**src/rtl/uart_cmd_rcv.sv**
```systemverilog
// 8N1 UART receiver for the host command link: synchronises RX, samples each bit
// at mid-period and presents bytes with sticky ready, framing-error and overrun flags.
module uart_cmd_rcv #(
    parameter int BAUD_DIV = 2604,
    parameter int CNT_W    = 12
) (
    input  logic             clk,
    input  logic             rst,
    input  logic             RX,
    input  logic             clr_rdy,
    output logic [7:0]       rx_data,
    output logic             rdy,
    output logic             frame_err,
    output logic             overrun,
    output logic [2:0]       state_dbg
);

    // Consumer handshake: rdy rises when a well-framed byte lands in rx_data and
    // stays high until the consumer pulses clr_rdy for one cycle; a byte completing
    // in that same cycle takes precedence and leaves rdy high with overrun clear.

    typedef enum logic [2:0] {
        IDLE  = 3'd0,
        START = 3'd1,
        DATA  = 3'd2,
        STOP  = 3'd3,
        BRK   = 3'd4
    } state_t;

    localparam logic [CNT_W-1:0] HALF_LOAD = CNT_W'(BAUD_DIV / 2);
    // Reloading with BAUD_DIV-1 makes the zero-to-zero spacing exactly BAUD_DIV clocks.
    localparam logic [CNT_W-1:0] BIT_LOAD  = CNT_W'(BAUD_DIV - 1);

    state_t           state, state_n;
    logic             rx_m, rx_s;
    logic [CNT_W-1:0] cnt, cnt_n;
    logic [2:0]       bit_cnt, bit_cnt_n;
    logic [7:0]       shreg, shreg_n;
    logic [7:0]       rx_data_n;
    logic             rdy_n, frame_err_n, overrun_n;
    logic             cnt_zero;

    assign cnt_zero  = (cnt == '0);
    assign state_dbg = state;

    always_ff @(posedge clk or posedge rst) begin
        if (rst) begin
            rx_m      <= 1'b1;
            rx_s      <= 1'b1;
            state     <= IDLE;
            cnt       <= '0;
            bit_cnt   <= '0;
            shreg     <= '0;
            rx_data   <= '0;
            rdy       <= 1'b0;
            frame_err <= 1'b0;
            overrun   <= 1'b0;
        end else begin
            rx_m      <= RX;
            rx_s      <= rx_m;
            state     <= state_n;
            cnt       <= cnt_n;
            bit_cnt   <= bit_cnt_n;
            shreg     <= shreg_n;
            rx_data   <= rx_data_n;
            rdy       <= rdy_n;
            frame_err <= frame_err_n;
            overrun   <= overrun_n;
        end
    end

    always_comb begin
        state_n     = state;
        cnt_n       = cnt;
        bit_cnt_n   = bit_cnt;
        shreg_n     = shreg;
        rx_data_n   = rx_data;
        rdy_n       = rdy;
        frame_err_n = frame_err;
        overrun_n   = overrun;

        if (clr_rdy) begin
            rdy_n       = 1'b0;
            overrun_n   = 1'b0;
            frame_err_n = 1'b0;
        end

        case (state)
            IDLE: begin
                if (!rx_s) begin
                    cnt_n   = HALF_LOAD;
                    state_n = START;
                end
            end
            START: begin
                if (!cnt_zero) begin
                    cnt_n = cnt - CNT_W'(1);
                end else if (rx_s) begin
                    state_n = IDLE;
                end else begin
                    cnt_n     = BIT_LOAD;
                    bit_cnt_n = '0;
                    state_n   = DATA;
                end
            end
            DATA: begin
                if (!cnt_zero) begin
                    cnt_n = cnt - CNT_W'(1);
                end else begin
                    shreg_n   = {rx_s, shreg[7:1]};
                    bit_cnt_n = bit_cnt + 3'd1;
                    cnt_n     = BIT_LOAD;
                    if (bit_cnt == 3'd7) begin
                        state_n = STOP;
                    end
                end
            end
            STOP: begin
                if (!cnt_zero) begin
                    cnt_n = cnt - CNT_W'(1);
                end else if (rx_s) begin
                    rx_data_n   = shreg;
                    rdy_n       = 1'b1;
                    frame_err_n = 1'b0;
                    overrun_n   = (overrun || rdy) && !clr_rdy;
                    state_n     = IDLE;
                end else begin
                    frame_err_n = 1'b1;
                    state_n     = BRK;
                end
            end
            BRK: begin
                // A line held low after a bad stop bit must not restart a frame.
                if (rx_s) begin
                    state_n = IDLE;
                end
            end
            default: begin
                state_n = IDLE;
            end
        endcase
    end

endmodule

```
**config.mk**
```make
export PLATFORM = sky130hd
export DESIGN_NAME = uart_cmd_rcv
export DESIGN_NICKNAME = d
export VERILOG_FILES = /design/src/rtl/uart_cmd_rcv.sv
export SDC_FILE = /design/constraint.sdc
export NUM_CORES = 1
export LEC_CHECK = 0
export ABC_AREA = 1
export BUFFER_PORTS_ARGS = -buffer_cell sky130_fd_sc_hd__buf_2
export CAP_MARGIN = 20
export CORE_MARGIN = 2
export CORE_UTILIZATION = 55
export CTS_BUF_LIST = sky130_fd_sc_hd__clkbuf_4 sky130_fd_sc_hd__clkbuf_8
export CTS_CLUSTER_SIZE = 10
export DETAILED_ROUTE_END_ITERATION = 16
export HOLD_SLACK_MARGIN = 0.15
export PLACE_DENSITY = 0.79
export SETUP_SLACK_MARGIN = 0.5
export SLEW_MARGIN = 20
export SYNTH_ARGS = -nofsm -noshare
export SYNTH_HDL_FRONTEND = slang
export SYNTH_SLANG_ARGS = --single-unit
```
**constraint.sdc**
```tcl
create_clock -name clk -period 1.6 [get_ports clk]
set_clock_uncertainty 0.1 [all_clocks]
set_input_delay 0.16 -clock clk [delete_from_list [all_inputs] [get_ports clk]]
set_output_delay 0.16 -clock clk [all_outputs]
set_load 0.02 [all_outputs]
```
==> results of run 1 <==
==> repair_timing <==
action | in CTS | in global routing
hold buffers | 3 | 0
setup endpoints to repair | 48 | 51
resized for setup | 52 | 65
pin swaps | 16 | 18
gates cloned | 1 | 0
buffers inserted | 10 | 13
hold endpoints to repair | 43 | 0
==> cell type report <==
class | instances | area [sq um] | share of cell area [%]
Clock buffer | 6 | 76.3 | 2.39
Clock inverter | 2 | 60.1 | 1.88
Inverter | 38 | 159 | 4.98
Multi-Input combinational cell | 179 | 1280 | 40.1
Sequential cell | 39 | 982 | 30.8
Tap cell | 48 | 60.1 | 1.88
Timing Repair Buffer | 65 | 572 | 17.9
==> metal layers <==
metal	track usage, %	up-vias	part of all wire [%]
met2	45.2	126	49
met3	5.28	40	6.9
met4	9.69	0	4.6
li1	-	955	-
met5	0	-	0
met1	36.1	1071	40
==> where the power goes <==
part           internal [mW]  total [mW]  leakage (nW)  switching, mW
Combinational         0.0168      0.0499         0.946         0.0331
Sequential             0.989       0.991         0.499        0.00183
Clock                  0.641        1.01        0.0688          0.365
==> worst max path at each step <==
stage                                     to               start  cells after the start
CTS                 state_dbg[1]$_DFFE_PP0P_  cnt[0]$_DFFE_PP0P_                     10
finish                   cnt[10]$_DFFE_PP0P_  cnt[3]$_DFFE_PP0P_                      8
global placement      rx_data[2]$_DFFE_PP0P_  cnt[0]$_DFFE_PP0P_                      9
detailed placement    rx_data[4]$_DFFE_PP0P_  cnt[0]$_DFFE_PP0P_                      9
floorplan                 cnt[2]$_DFFE_PP0P_      rx_s$_DFF_PP1_                      8
global route             cnt[10]$_DFFE_PP0P_  cnt[0]$_DFFE_PP0P_                      9
==> logic make-up after synthesis <==
logic type      share of synthesized area (%)
flops                                    46.2
xor+xnor                                 1.66
simple gates                             29.9
compound gates                           11.5
fa+ha+maj                                2.37
buf+inv                                  8.34
==> stage by stage <==
step | power, mW | instance area [sq um]
final | 2.05 | 3190
after global routing | 2.09 | 3190
after CTS | 2.04 | 2870
after detailed placement | 1.05 | 2440
after global placement | 1.05 | 2440
after floorplan | 1.03 | 2160
==> synth_stat cells (2+ instances only) <==
cell type  instances
nand3_2            2
nand2_1           69
dfrtp_1           37
nand3_1           18
inv_2              4
inv_1             34
a21oi_1            3
nand2_2            6
o21ai_2           12
nor2_4             3
xor2_1             4
o21ai_0            7
nor2_1            19
dfstp_2            2
buf_6              3
nor3_1             3
ha_1               4
a21oi_2            4
nand4_1            4
o21ai_1            9
nor2_2             6
==> registers in the layout (all words and copies together) (netlist names) <==
signal     count
cnt           12
overrun        1
rx_data        8
state_dbg      3
bit_cnt        3
rdy            1
rx_s           1
rx_m           1
shreg          8
frame_err      1
==> impl_metrics.ini, run 1 <==
[grt]
grt_pass1_vias = 1890
antenna_found_initial = 0
grt.total_usage_pct = 27.4
grt_first_pass_wirelength_microns = 8930
grt_max_degree = 40
overflow = 0

[clocking]
tritoncts = yes
cts.clk_slew.worst_paths_ns = 0.08
htreeDepth = 2
cts.sinks = 39
root_buffer = clkbuf_8
worstSkewPairLatency_ns = 0.30
cts_buffers = 5
cts_buffer_depth = 2

[critical_path]
cp-start-kind = register
r2r_cells = 8
max_stage_delay_ns = 0.46
reg2reg_from = cnt[3]$_DFFE_PP0P_
path_class = reg2reg
critPathTopFamily = simple AND/OR/NAND/NOR gates
crit_required_ns = 1.67
r2r-end = cnt[10]$_DFFE_PP0P_
worstPathArrival_ns = 1.74
critPathMaxFanout = 11
path_cells = nor2_4 > nand3_2 > nor2_2 > nand3_2 > nand2_4 > inv_8 > nor2_1 > a21oi_1
crit_top_cell = nand3_2
ff2ff_setup_slack_ns = -0.07
crit_path_end_kind = register
critical-path-slowest-cell = dfrtp_1
worst-path-buf-inv = 1

[sta]
finalCriticalPeriod_ns = 1.67
whs_ns = 0.262
slew_headroom_pct = 81.1
max_freq_ghz = 0.600
hold_viol_final = 0
max_slew.worst_pin.slew_ns = 0.282
rsz0062_at_grt = yes
drv_slew = 0
post-route-period-util_pct = 104
setup_violations = 22
fin_tns_setup_ns = -0.615
setup_ws_ns = -0.0669

[die]
start_util_pct = 57.4
core_area_sq_mm = 0.00369
num_io_pins = 18
die_area_sq_mm = 0.00436
chipHeight_microns = 66.0
fp.dieW_microns = 66.0
row_count = 22

[place]
hpwlAfterDp_microns = 3350
dp_cells = 342
port_buffers = 17
gp_congestion = 0.941
post-place-ws_ns = -0.0557

[detailed_routing]
detail_route.iter0.violations = 179
drtAntennaViolNets = 0
via_per_inst = 5.81
wirelength_microns = 6980
wl_per_cell_microns = 18.5
drt_pass1_iterations = 4
num_vias = 2192
drc = 0

[flow_run]
maxCapViolations = 0

[finish]
num-fill-cells = 159
diodes = 0
final_layout_size_suffix_gt1_share_pct = 55.0
utilization_pct = 86.4
fin_cells = 377
syn2layout_area_growth_pct = 50.7
final_cell_mix = 40 x nand2_1, 39 x buf_4, 34 x dfrtp_1
layout_commonest_cell = nand2_1
nets = 336

[yosys]
synth_edf_count = 0
yosys.area.top_type_share_pct = 43.8
yosys-top-cells-area = dfrtp_1 44%, nand2_1 12%, inv_1 6.0%
synthFlopType = dfrtp_1
synth_area_per_cell_sq_um = 8.20
syn_area_sq_mm = 0.00212
netlist_instances = 258
ys_types = 26
synth_nets = 266
yosys_warnings = 0
ys_ff_latch = 39
yosys.area.top_type = dfrtp_1
synthArstFlopShare_pct = 100
seq_area_frac_synth_pct = 46.2

[worst_hold_path]
hold_path.class = reg2reg
hold_path_end = rx_s$_DFF_PP1_
hp-start = rx_m$_DFF_PP1_
hold_path_depth = 0

[pwr]
vdd_ir_drop_max_v = 0.000532
p_leak_nw = 1.51
p_per_area_mw_per_mm2 = 642

[outcome]
violations = setup timing
status = finished, violations left
Power figures use the tool's default switching activity.
==> run 2: changes to the inputs <==
Settings changed: ABC_AREA 1 to not set, PLACE_DENSITY 0.79 to 0.8.
==> run 2 against run 1 <==
Net effect:
- the flow still finishes with violations (setup timing)
- power is 15% lower
- worst hold slack lost 0.028 ns
- design area decreased by 6.1%
- critical path type unchanged
- largest cell class unchanged
==> impl_metrics.ini, run 2 <==
[critical_path]
critPathTopFamily = simple AND/OR/NAND/NOR gates
path_cells = or4_4 > buf_4 > or3_1 > maj3_1 > o211ai_1 > o21ai_1
worstPathArrival_ns = 2.50
critical-path-slowest-cell = or4_4
critPathMaxFanout = 3
path_class = reg2reg
r2r_cells = 6
max_stage_delay_ns = 0.57
crit_required_ns = 1.73
crit_path_end_kind = register
crit_cells = 6
cp-start-kind = register
worst-path-buf-inv = 1

[clocking]
cts.clk_slew.worst_paths_ns = 0.14
worstSkewPairLatency_ns = 0.36
htreeDepth = 2
cts_buffers = 5
cts_buffer_depth = 2
cts.sinks = 39
tritoncts = yes
root_buffer = clkbuf_4

[yosys]
yosys.area.top_type = dfrtp_1
synth_area_per_cell_sq_um = 10.7
seq_area_frac_synth_pct = 51.0
synthArstFlopShare_pct = 100
synth_edf_count = 0
synthTopCellsByCount = 37 x dfrtp_1, 17 x mux2_2, 16 x a21oi_1, 15 x nor2_1, 12 x o21ai_0
ys_ff_latch = 39
yosys.area.top_type_share_pct = 48.2
yosys-top-cells-area = dfrtp_1 48%, mux2_2 10%, a21oi_1 4.2%
synthFlopType = dfrtp_1
netlist_instances = 179
syn_area_sq_mm = 0.00192
synth_most_common_cell = dfrtp_1
ys_types = 46
yosys_warnings = 0
synth_nets = 187

[grt]
grt_util_met1_pct = 39.0
overflow = 0
use_met2_pct = 56.3
grt_max_degree = 40
grt_pass1_vias = 2014
grt_use_met3_pct = 8.04
grt_first_pass_wirelength_microns = 9980
antenna_found_initial = 0
grt.total_usage_pct = 33.0
top_usage_layer = met2

[place]
placed_cell_area_sq_mm = 0.00236
gp_congestion = 0.904
dp_cells = 278
port_buffers = 17
hpwlAfterDp_microns = 3170

[pwr]
combPwrFrac_pct = 2.6
p_leak_nw = 1.38
p_switching_mw = 0.368
power.share.switching_pct = 21.1
seqPwrFrac_pct = 57.0
power_mw = 1.74
p_per_area_mw_per_mm2 = 582
power.internal_mw = 1.37
clkPwrFrac_pct = 40.4
vdd_ir_drop_max_v = 0.000761

[finish]
fin_cells = 306
stdcell_area_sq_mm = 0.00299
diodes = 0
final_cell_mix = 48 x buf_4, 35 x dfrtp_1, 24 x buf_6
syn2layout_area_growth_pct = 55.9
layout_commonest_cell = buf_4
final_layout_size_suffix_gt1_share_pct = 60.0
reg_top3 = cnt x12, rx_data x8, shreg x8
largest_register_ffs = 12
regMostFlops = cnt
nets = 267

[die]
start_util_pct = 57.5
chipHeight_microns = 63.1
num_io_pins = 18
core_area_sq_mm = 0.00334
fp.dieW_microns = 63.1
die_area_sq_mm = 0.00398
row_count = 21

[detailed_routing]
wirelength_microns = 6360
detail_route.iter0.violations = 212
drt_pass1_iterations = 4
drc = 0
drtAntennaViolNets = 0
via_per_inst = 6.23
wl_per_cell_microns = 20.8
num_vias = 1906

[sta]
hold_viol_final = 0
post-route-period-util_pct = 148
finalCriticalPeriod_ns = 2.37
drv_slew = 0
max_slew.worst_pin.slew_ns = 0.681
slew_headroom_pct = 54.4
max_freq_ghz = 0.422
setup_violations = 37
whs_ns = 0.233
rsz0062_at_grt = yes
setup_ws_ns = -0.769

[outcome]
violations = setup timing
status = finished, violations left

[worst_hold_path]
hold_path.class = reg2reg
hold_path_depth = 0

[flow_run]
maxCapViolations = 0
[run 2: cell families after synthesis]
group | after synthesis | synth area share, %
adders and majority gates | 5 | 3.13
buffers and inverters | 15 | 3.00
muxes | 18 | 10.5
and+or+nand+nor | 54 | 16.6
DFF | 39 | 51.0
AOI/OAI and AO/OA | 48 | 15.8
[run 2: layout make-up]
| class | instances | area, sq um |
|---|---|---|
| inverter | 8 | 33.8 |
| fill | 138 | 344 |
| clock inverter | 2 | 35.0 |
| clock buffer | 6 | 51.3 |
| multi-input combinational | 126 | 1140 |
| sequential | 39 | 981 |
| timing repair buffer | 79 | 696 |
| tap | 46 | 57.6 |
[run 2: through the flow]
step,worst slack (ns),setup TNS (ns),utilization (%)
after global routing,-0.811,-26.08,89.7
after detailed placement,-0.796,-22.89,70.9
after floorplan,-0.580,-18.42,-
after global placement,-0.619,-20.41,70.9
after CTS,-0.690,-21.58,85.6
final,-0.769,-23.78,89.7
[run 2: final timing paths]
| path | from | end | slack (ns) |
|---|---|---|---|
| setup / recovery | cnt[7]$_DFFE_PP0P_ | cnt[6]$_DFFE_PP0P_ | -0.77 |
| hold reg to reg | rx_m$_DFF_PP1_ | rx_s$_DFF_PP1_ | 0.23 |
| setup reg to reg | cnt[7]$_DFFE_PP0P_ | cnt[6]$_DFFE_PP0P_ | -0.77 |
| min in group asynchronous | rst | frame_err$_DFF_PP0_ | 0.39 |
| hold / removal | rx_m$_DFF_PP1_ | rx_s$_DFF_PP1_ | 0.23 |
| max in group asynchronous | rst | rx_m$_DFF_PP1_ | 0.62 |
[run 2: worst register-to-register path, cell delays in order, from the launching register on]
cell,delay (ns)
dfrtp_1,0.40
or4_4,0.57
buf_4,0.16
or3_1,0.41
maj3_1,0.40
o211ai_1,0.10
o21ai_1,0.11
[run 2: repair_timing]
| action | in CTS | in global routing |
|---|---|---|
| setup endpoints to repair | 51 | 51 |
| pin swaps | 17 | 11 |
| buffers inserted | 13 | 3 |
| hold endpoints to repair | 41 | 0 |
| gates resized for setup | 69 | 25 |
| hold buffers | 3 | 0 |
| gates cloned | 1 | 0 |
[run 2: layer usage]
metal | vias up | wire length (microns)
met5 | - | 0
met1 | 929 | 2460
met3 | 41 | 411
met4 | 0 | 272
li1 | 818 | -
met2 | 118 | 3210
[run 2: power by group through the flow]
stage	combinational (mW)	sequential (mW)	clock, mW
2_1_floorplan	0.0193	1.01	0
3_3_place_gp	0.0346	1.01	0
3_5_place_dp	0.0366	1.01	0
4_1_cts	0.0441	0.991	0.703
5_1_grt	0.0506	0.992	0.744
6_report	0.0456	0.992	0.703
==> run 3: changes to the inputs <==
Settings changed: PLACE_DENSITY 0.8 to 0.77.
Clock period 1.6 ns to 2.4 ns, I/O delays scaled along.
==> run 3 against run 2 <==
Net effect:
- the run still ends with setup timing left
- final cell count shrank 11%
- utilization shrank 11 points
- combinational power shrank 43%
- non-clock buffer count shrank 36
- via count shrank 5.9%
- design area shrank 12%
- global-route usage shrank 5.0 points
- worst setup slack gained 0.71 ns
- wire length shrank 5.5%
- clock power shrank 45%
- power shrank 38%
- worst hold slack gained 0.035 ns
==> impl_metrics.ini, run 3 (same netlist as run 2, synthesis figures left out) <==
[grt]
antenna_found_initial = 0
grt.total_usage_pct = 28.0
grt_max_degree = 40
overflow = 0
grt_pass1_vias = 1716
grt_first_pass_wirelength_microns = 8540

[clocking]
cts_buffer_depth = 2
root_buffer = clkbuf_4
cts.clk_slew.worst_paths_ns = 0.12
tritoncts = yes
htreeDepth = 2
cts_buffers = 5
worstSkewPairLatency_ns = 0.36
cts.sinks = 39

[die]
start_util_pct = 57.5
chipHeight_microns = 63.1
fp.dieW_microns = 63.1
row_count = 21
num_io_pins = 18
core_area_sq_mm = 0.00334
die_area_sq_mm = 0.00398

[outcome]
violations = setup timing
status = finished, violations left

[sta]
drv_slew = 0
whs_ns = 0.268
setup_ws_ns = -0.0557
post-route-period-util_pct = 102
rsz0062_at_grt = yes
max_slew.worst_pin.slew_ns = 0.833
setup_violations = 14
max_freq_ghz = 0.407
fin_tns_setup_ns = -0.289
hold_viol_final = 0
finalCriticalPeriod_ns = 2.46
slew_headroom_pct = 44.3

[worst_hold_path]
hold_path_end = rx_s$_DFF_PP1_
hold_path_depth = 0
hold_path.class = reg2reg
hp-start = rx_m$_DFF_PP1_

[detailed_routing]
drt_pass1_iterations = 5
drc = 0
num_vias = 1793
detail_route.iter0.violations = 344
wl_per_cell_microns = 22.1
wirelength_microns = 6010
drtAntennaViolNets = 0
via_per_inst = 6.59

[pwr]
p_per_area_mw_per_mm2 = 407
vdd_ir_drop_max_v = 0.000349
power_mw = 1.07
p_leak_nw = 1.23

[place]
hpwlAfterDp_microns = 2690
port_buffers = 17
gp_congestion = 0.860
dp_cells = 242

[finish]
layout_commonest_cell = dfrtp_1
regMostFlops = cnt
regArea_sq_um = 978
final_cell_mix = 37 x dfrtp_1, 17 x buf_2, 14 x buf_4
fin_cells = 272
final_layout_size_suffix_gt1_share_pct = 49.1
multiInputGateArea_sq_mm = 0.00117
num-fill-cells = 188
largest_register_ffs = 12
reg_top3 = cnt x12, rx_data x8, shreg x8
syn2layout_area_growth_pct = 37.4
diodes = 0
nets = 233

[critical_path]
worstPathArrival_ns = 2.61
reg2reg_from = cnt[0]$_DFFE_PP0P_
ff2ff_setup_slack_ns = -0.06
r2r-end = cnt[2]$_DFFE_PP0P_
critPathMaxFanout = 5
path_class = reg2reg
crit_required_ns = 2.55
r2r_cells = 7
cp-start-kind = register
crit_path_end_kind = register

[flow_run]
maxCapViolations = 0
-- run 3: changes by cell type in the layout (fill, tap and decap cells not counted), moves of 3 or more --
cell and change:
buf_4 -34, buf_6 -16, buf_2 +14, mux2_2 -11, mux2_4 +11, o21ai_2 -4
nand2_4 +3, nand3_1 +3, nand3_2 -3, o21ai_0 +3
-- run 3: cell type report --
type                    instances  share of cell area (%)
multi-input cells             128                    44.5
flip-flops and latches         39                    37.1
repair buffers                 43                    12.5
well taps                      46                    2.18
clock buffers                   6                    1.95
inverters                       8                    1.14
clock inverters                 2                   0.617
-- run 3: report_power, final --
part,internal [mW],switching (mW)
Clock,0.144,0.239
Combinational,0.00788,0.0181
Sequential,0.660,0.00379
Total,0.812,0.261
-- run 3: worst max path at each step --
stage	start	endpoint	slack (ns)	cells after the start
floorplan	cnt[0]$_DFFE_PP0P_	cnt[10]$_DFFE_PP0P_	0.22	7
global placement	cnt[0]$_DFFE_PP0P_	cnt[3]$_DFFE_PP0P_	0.07	7
detailed placement	cnt[0]$_DFFE_PP0P_	rx_data[1]$_DFFE_PP0P_	0.02	6
CTS	cnt[0]$_DFFE_PP0P_	cnt[10]$_DFFE_PP0P_	0.08	7
global route	cnt[0]$_DFFE_PP0P_	shreg[1]$_DFFE_PP0P_	-0.08	9
finish	cnt[0]$_DFFE_PP0P_	cnt[2]$_DFFE_PP0P_	-0.06	7
-- run 3: what timing repair did --
action	CTS	global route
pin swaps	8	16
gates cloned	3	0
setup buffers	12	4
resized for setup	22	42
endpoints found under the hold margin	41	0
setup endpoints to repair	37	37
hold buffers	3	0
-- run 3: stage by stage --
step	area (sq um)	worst slack, ns	utilization, %
floorplan	1930	0.220	-
global placement	2090	0.0690	62.7
detailed placement	2090	0.0183	62.7
CTS	2420	0.0761	72.6
global route	2640	-0.0786	79.0
finish	2640	-0.0557	79.0
-- run 3: layer usage --
layer,GRT usage (%),up-vias,routed length (microns)
met5,0,-,0
met3,6.96,28,432
met1,35.3,891,2340
met2,44.1,120,3010
met4,15.3,0,229
li1,-,754,-
-- run 3: critical path, cell delays in order (launching register included) --
cell      delay, ns
dfrtp_1        0.42
inv_2          0.11
ha_4           0.13
or4b_4         0.52
or4_4          0.61
nand2_4        0.13
inv_2          0.04
a311oi_1       0.29
